<file path="config.mk">
export PLATFORM = sky130hd
export DESIGN_NAME = mem_port_arbiter
export DESIGN_NICKNAME = d
export VERILOG_FILES = /design/src/rtl/mem_port_arbiter.sv
export SDC_FILE = /design/constraint.sdc
export NUM_CORES = 1
export LEC_CHECK = 0
export ABC_AREA = 1
export BUFFER_PORTS_ARGS = -buffer_cell sky130_fd_sc_hd__buf_4
export CAP_MARGIN = 25
export CORE_MARGIN = 1.5
export CORE_UTILIZATION = 30
export CTS_CLUSTER_DIAMETER = 120
export DETAILED_ROUTE_END_ITERATION = 10
export PLACE_DENSITY = 0.61
export SLEW_MARGIN = 20
export SYNTH_ARGS = -nofsm -noshare
export SYNTH_HDL_FRONTEND = slang
export SYNTH_SLANG_ARGS = --single-unit
</file>
<file path="constraint.sdc">
create_clock -name clk -period 3.8 [get_ports clk]
set_clock_uncertainty 0.05 [all_clocks]
set_input_delay 0.76 -clock clk [delete_from_list [all_inputs] [get_ports clk]]
set_output_delay 0.76 -clock clk [all_outputs]
set_load 0.01 [all_outputs]
</file>
<file path="src/rtl/mem_port_arbiter.sv">
// ============================================================================
// mem_port_arbiter: shares one memory port between a fetch and a data requester
// Revision: 1.0
// ============================================================================
`default_nettype none

module mem_port_arbiter #(
  parameter int ADDR_SIZE  = 32,
  parameter int XLEN       = 32,
  parameter int STARVE_MAX = 3
) (
  input  logic                 clk,
  input  logic                 reset,
  input  logic                 if_req,
  input  logic [ADDR_SIZE-1:0] if_addr,
  input  logic                 if_flush,
  output logic                 if_ready,
  output logic [XLEN-1:0]      if_rdata,
  input  logic                 d_req,
  input  logic                 d_we,
  input  logic [ADDR_SIZE-1:0] d_addr,
  input  logic [XLEN-1:0]      d_wdata,
  input  logic [XLEN/8-1:0]    d_wmask,
  output logic                 d_ready,
  output logic [XLEN-1:0]      d_rdata,
  output logic                 mem_req,
  output logic                 mem_we,
  output logic [ADDR_SIZE-1:0] mem_addr,
  output logic [XLEN-1:0]      mem_wdata,
  output logic [XLEN/8-1:0]    mem_wmask,
  input  logic                 mem_gnt,
  input  logic                 mem_rvalid,
  input  logic [XLEN-1:0]      mem_rdata,
  output logic                 stall_f,
  output logic                 stall_m
);

  typedef enum logic [2:0] {
    S_IDLE    = 3'd0,
    S_ISSUE_F = 3'd1,
    S_ISSUE_D = 3'd2,
    S_WAIT_F  = 3'd3,
    S_WAIT_D  = 3'd4
  } state_e;

  localparam logic [3:0] STARVE_LIM = 4'(STARVE_MAX);

  state_e            state_q, state_d;
  logic [3:0]        starve_q, starve_d;
  logic              drop_q, drop_d;
  logic [XLEN-1:0]   if_rdata_q, d_rdata_q;

  always_ff @(posedge clk or negedge reset) begin
    if (!reset) begin
      state_q    <= S_IDLE;
      starve_q   <= 4'd0;
      drop_q     <= 1'b0;
      if_rdata_q <= '0;
      d_rdata_q  <= '0;
    end else begin
      state_q  <= state_d;
      starve_q <= starve_d;
      drop_q   <= drop_d;
      if (if_ready) if_rdata_q <= mem_rdata;
      if (d_ready)  d_rdata_q  <= mem_rdata;
    end
  end

  always_comb begin
    state_d   = state_q;
    starve_d  = starve_q;
    drop_d    = drop_q;
    mem_req   = 1'b0;
    mem_we    = 1'b0;
    mem_addr  = '0;
    mem_wdata = '0;
    mem_wmask = '0;
    if_ready  = 1'b0;
    d_ready   = 1'b0;

    case (state_q)
      S_IDLE: begin
        drop_d = 1'b0;
        if (d_req && if_req) begin
          // Data normally wins a tie; fetch is forced through once it has lost enough times.
          if (starve_q == STARVE_LIM) begin
            state_d  = S_ISSUE_F;
            starve_d = 4'd0;
          end else begin
            state_d = S_ISSUE_D;
            if (starve_q != 4'hF) starve_d = starve_q + 4'd1;
          end
        end else if (d_req) begin
          state_d = S_ISSUE_D;
        end else if (if_req) begin
          state_d  = S_ISSUE_F;
          starve_d = 4'd0;
        end
      end

      S_ISSUE_F: begin
        mem_req  = 1'b1;
        mem_addr = if_addr;
        if (if_flush) drop_d = 1'b1;
        if (mem_gnt)  state_d = S_WAIT_F;
      end

      S_ISSUE_D: begin
        mem_req   = 1'b1;
        mem_addr  = d_addr;
        mem_we    = d_we;
        mem_wdata = d_wdata;
        mem_wmask = d_we ? d_wmask : '0;
        if (mem_gnt) state_d = S_WAIT_D;
      end

      S_WAIT_F: begin
        if (if_flush) drop_d = 1'b1;
        if (mem_rvalid) begin
          // A flush arriving with the response still cancels the delivery.
          if_ready = ~drop_q & ~if_flush;
          state_d  = S_IDLE;
          drop_d   = 1'b0;
        end
      end

      S_WAIT_D: begin
        if (mem_rvalid) begin
          d_ready = 1'b1;
          state_d = S_IDLE;
        end
      end

      default: state_d = S_IDLE;
    endcase
  end

  assign if_rdata = if_ready ? mem_rdata : if_rdata_q;
  assign d_rdata  = d_ready  ? mem_rdata : d_rdata_q;

  // Stalls are gated by reset directly so they read 0 while reset is held.
  assign stall_f = reset & if_req & ~if_ready;
  assign stall_m = reset & d_req  & ~d_ready;

endmodule

`default_nettype wire

</file>
Word-level counts from Yosys, hierarchy flattened
Index checks and enable logic that the tools add are counted.
{"block": "word_totals", "input_bits": 140, "output_inout_bits": 138, "elab_cells": 63, "regBits": 72}
{"block": "classes", "bitwise": 9, "muxes": 28, "n_eq_ne": 12, "addsub": 1, "reduce_logical": 8}
{"cell": "$mux W32", "count": 3}
{"cell": "$pmux W32 S2", "count": 1}
{"cell": "$mux W4", "count": 7}
{"cell": "$mux W3", "count": 6}
{"cell": "$pmux W3 S4", "count": 1}
{"cell": "$mux W1", "count": 8}
{"cell": "$ne A4 B4 Y1 const B", "count": 2}
{"cell": "$reduce_and A4 Y1", "count": 2}
{"cell": "$eq A3 B2 Y1 const B", "count": 2}
{"cell": "$and A1 B1 Y1", "count": 5}
{"cell": "$add A4 B1 Y4 const B", "count": 1}
{"cell": "$eq A4 B2 Y1 const B", "count": 1}
{"cell": "$ne A2 B1 Y1 const B", "count": 2}
{"cell": "$ne A2 B2 Y1 const B", "count": 2}
{"cell": "$not A1 Y1", "count": 4}
{"cell": "$reduce_or A2 Y1", "count": 2}
{"cell": "$eq A3 B1 Y1 const B", "count": 1}
{"cell": "$eq A3 B3 Y1 const B", "count": 1}
{"cell": "$logic_not A3 Y1", "count": 1}
{"cell": "$ne A3 B1 Y1 const B", "count": 1}
{"cell": "$pmux W1 S3", "count": 1}
{"cell": "$reduce_bool A3 Y1", "count": 1}
{"cell": "$mux W2", "count": 1}
{"cell": "$reduce_bool A2 Y1", "count": 1}
{"cell": "$logic_and A1 B1 Y1", "count": 1}

Depth between registers and ports, before layout
{"block": "logic_depth", "ltp_word": 6, "mapped_depth": 9}

Worst setup path before layout
No wires, ideal clock.
{"block": "synth_timing", "path_kind": "input -> output", "from": "input port if_flush", "to": "output port if_rdata[10]", "n_path_buf": 1, "arrival_ns": 1.745, "stages": 5, "setup_slack_ns": 1.245, "path_cell_list": "or2_2 > nor3_4 > inv_4 > buf_6 > o21ai_2"}
{"block": "synth_between", "elab_chain_len": 5}
{"element": "from (decl)", "line": "16", "rtl": "input logic if_flush,"}
{"element": "$not A1 Y1", "line": "121", "rtl": "if_ready = ~drop_q & ~if_flush;"}
{"element": "$and A1 B1 Y1", "line": "121"}
{"element": "$mux W1", "line": "119", "rtl": "if (mem_rvalid) begin"}
{"element": "$mux W1", "line": "81", "rtl": "case (state_q)"}
{"element": "net if_ready", "line": "17", "rtl": "output logic if_ready,"}
{"element": "$mux W32", "line": "138", "rtl": "assign if_rdata = if_ready ? mem_rdata : if_rdata_q;"}
{"element": "to (decl)", "line": "18", "rtl": "output logic [XLEN-1:0] if_rdata,"}
The timed path passes the listed nets, and every way through them passes these cells.

Final worst setup path
{"block": "layout_timing", "from": "register state_q[2]", "to": "output port mem_addr[22]"}
{"block": "layout_between", "elab_chain_len": 2, "word_cells_on_any_way": 3}
{"element": "from (decl)", "line": "48", "rtl": "state_e state_q, state_d;"}
{"element": "from (signal assigned)", "line": "61", "rtl": "state_q <= state_d;"}
{"element": "$eq A3 B2 Y1 / $eq A3 B1 Y1 (equally long branches)", "line": "81"}
{"element": "$pmux W32 S2 (*)", "line": "81"}
{"element": "to (decl)", "line": "28", "rtl": "output logic [ADDR_SIZE-1:0] mem_addr,"}
Mark *: on every way between the ends. The rest lies on a longest branch, timed or not.

==> results.toml <==
[global_route]
antenna_found_initial = 1
track_usage_pct = 20.2
grt_pass1_wl_um = 19800
grt_max_degree = 73
grt_pass1_vias = 3736
grt-ovfl-total = 0

[yosys]
synth_edf_count = 0
syn-num-nets = 586
yosysSeqAreaShare_pct = 48.6
synth_seq_cells = 72
synth_flop_cell = "dfrtp_1"
synth_cells = 445
synthSimpleGateAreaFrac_pct = 17.7
synth_top_family_by_area = "compound AO/OA/AOI/OAI gates"
synth_mux_area_share_pct = 0
yosys.cell_types.count = 21
yosys-top-cells-count = "98 x nand2_1, 79 x inv_1, 72 x dfrtp_1"
synthXorXnorAreaFrac_pct = 0.473
yosysMostFrequentCell = "nand2_1"
avgSynthCellArea_um2 = 8.32
async_reset_ff_share_pct = 100
synth_top_area_cell = "dfrtp_1"
synth_compound_area_share_pct = 20.1
syn_area_um2 = 3700
synth_top_area_share_pct = 48.6
synthAdderAreaFrac_pct = 0.338
ys_top_cells_by_area = "dfrtp_1 49%, nand2_1 9.9%, inv_1 8.0%, a22o_1 7.6%, o21ai_2 7.6%"
synth_warnings = 0

[detailed_routing]
drt-initial-drc-count = 193
totalWireLength_um = 13500
ant_nets = 0
drcViolationCount = 0
routedWlPerCell_um = 15.6
firstDrtPassIters = 4
viasPerCell = 4.49
vias = 3882

[clock_network]
cts_setup_buffers = 0
hold_buffers = 0
htreeDepth = 3
clockBufferDepth = 2
clk_transition_reported_paths_ns = 0.06
cts_buffers = 9
cts_resized = 0
cts_tree = "built"
cts.sinks = 72
clock_latency_ns = 0.33
cts_root_buffer = "clkbuf_16"

[pwr]
irDropWorstVdd_uv = 457
p_int_mw = 2.82
p_seq_share_pct = 26.6
swShare_pct = 37.0
powerDensity_nw_per_um2 = 724
power_frac_clock_pct = 21.6
p_leak_nw = 3.61
switching_power_mw = 1.66
p_comb_share_pct = 51.8

[timing]
maxSlewViolCount = 0
final-hold-violation-count = 0
fin_crit_ns = 3.12
tns_ns = 0
rsz0062_at_grt = "false"
holdWs_ns = 0.417
max_clock_freq_mhz = 321
tightestPinTransition_ns = 0.958
finalCritPeriodShare_pct = 82.0
slew_headroom_pct = 36.1
setup_viol = 0

[floorplanning]
dieArea_um2 = 13000
rows = 40
start_util_pct = 30.8
coreArea_um2 = 12000
ios = 278
fp.dieH_um = 114
die_w_um = 114

[worst_hold_path]
worstHoldEndpoint = "if_rdata_q[21]$_DFF_PN0_"
hold_path.startpoint = "if_rdata_q[21]$_DFF_PN0_"
holdPathStages = 2
hold_class = "reg2reg"

[final_layout]
design_area_um2 = 6190
nets = 854
drive_gt1_share_pct = 47.1
area_growth_pct = 67.2
n_antenna_cell = 0

[placed_design]
portBuffers = 277
dpl-instance-area_um2 = 5850
dp.final_hpwl_um = 10700
gp_congestion = 0.854

[critical_path]
critical_path_peak_fanout = 33
crit_type = "reg2out"
rrSetupSlack_ns = 1.80
startpoint_type = "flop"
worst_r2r_path_depth = 8
rr_startpoint = "state_q[2]$_DFFE_PN0P_"
arrival_ns = 2.31
cp.required_ns = 2.99
endpoint_kind = "primary output"
r2r_end = "state_q[0]$_DFFE_PN0P_"

[outcome]
status = "finished clean"

[flow_run]
max_cap_violations = 0
critical path: stages, from the launching register on:
cell     delay [ns]
dfrtp_1        0.45
inv_2          0.13
nand3_1        0.16
inv_1          0.74
a22o_1         0.32
buf_4          0.15
power groups by stage:
stage / combinational (mW) / clock [mW] / sequential, mW
after CTS: 2.36 / 0.991 / 1.19
after global routing: 2.52 / 1.02 / 1.23
after detailed placement: 2.34 / 0 / 1.20
final: 2.32 / 0.967 / 1.19
after floorplan: 1.16 / 0 / 1.17
after global placement: 2.32 / 0 / 1.20
registers in the layout, summed over array words and instances, names as in the netlist:
register and flops:
d_rdata_q 32, drop_q 1, if_rdata_q 32, starve_q 4, state_q 3
area by class of cell:
class                      count  area [um^2]
multi-input combinational    266         1440
fill                        1153         5820
sequential                    72         1800
clock inverter                 5          104
clock buffer                  11          243
timing repair buffer         281         2110
tap                          147          184
inverter                      83          314
cell families after synthesis:
| group | after synthesis |
|---|---|
| simple gates | 162 |
| compound gates | 101 |
| xor+xnor | 2 |
| fa+ha+maj | 1 |
| flops | 72 |
| buf+inv | 107 |
worst max-delay path by stage:
stage	from	endpoint	slack, ns	cells past startpoint
floorplan	if_flush	if_rdata[10]	1.25	5
global placement	if_flush	if_rdata[22]	0.88	7
detailed placement	if_flush	if_rdata[6]	0.82	7
CTS	state_q[2]$_DFFE_PN0P_	mem_addr[22]	0.67	5
global route	state_q[2]$_DFFE_PN0P_	mem_addr[22]	0.51	5
finish	state_q[2]$_DFFE_PN0P_	mem_addr[22]	0.68	5
stage by stage:
| stage | util [%] | cells | power [mW] | setup slack [ns] |
|---|---|---|---|---|
| global placement | 48.7 | 849 | 3.51 | 0.879 |
| global route | 51.6 | 865 | 4.76 | 0.505 |
| floorplan | - | 445 | 2.33 | 1.25 |
| CTS | 51.6 | 865 | 4.54 | 0.671 |
| detailed placement | 48.7 | 849 | 3.54 | 0.817 |
| finish | 51.6 | 865 | 4.48 | 0.682 |
routing by layer:
metal	wire length, um	up-vias	track usage (%)
met2	6680	168	34.5
met1	5260	1749	22.9
met4	319	2	7.50
li1	-	1944	-
met5	17	-	0
met3	1220	19	7.78
layout by cell type, fill, tap and decap left out, drive strengths merged, types with 3 or more instances in the layout:
master	netlist	layout
nand2	99	99
inv	83	83
o21ai	69	69
dfrtp	72	72
nand4	3	3
nand3	15	15
buf	20	281
clkbuf	4	11
nor2	43	43
bufinv	0	3
a22o	32	32
No activity file was read; power rests on OpenSTA's default activity.
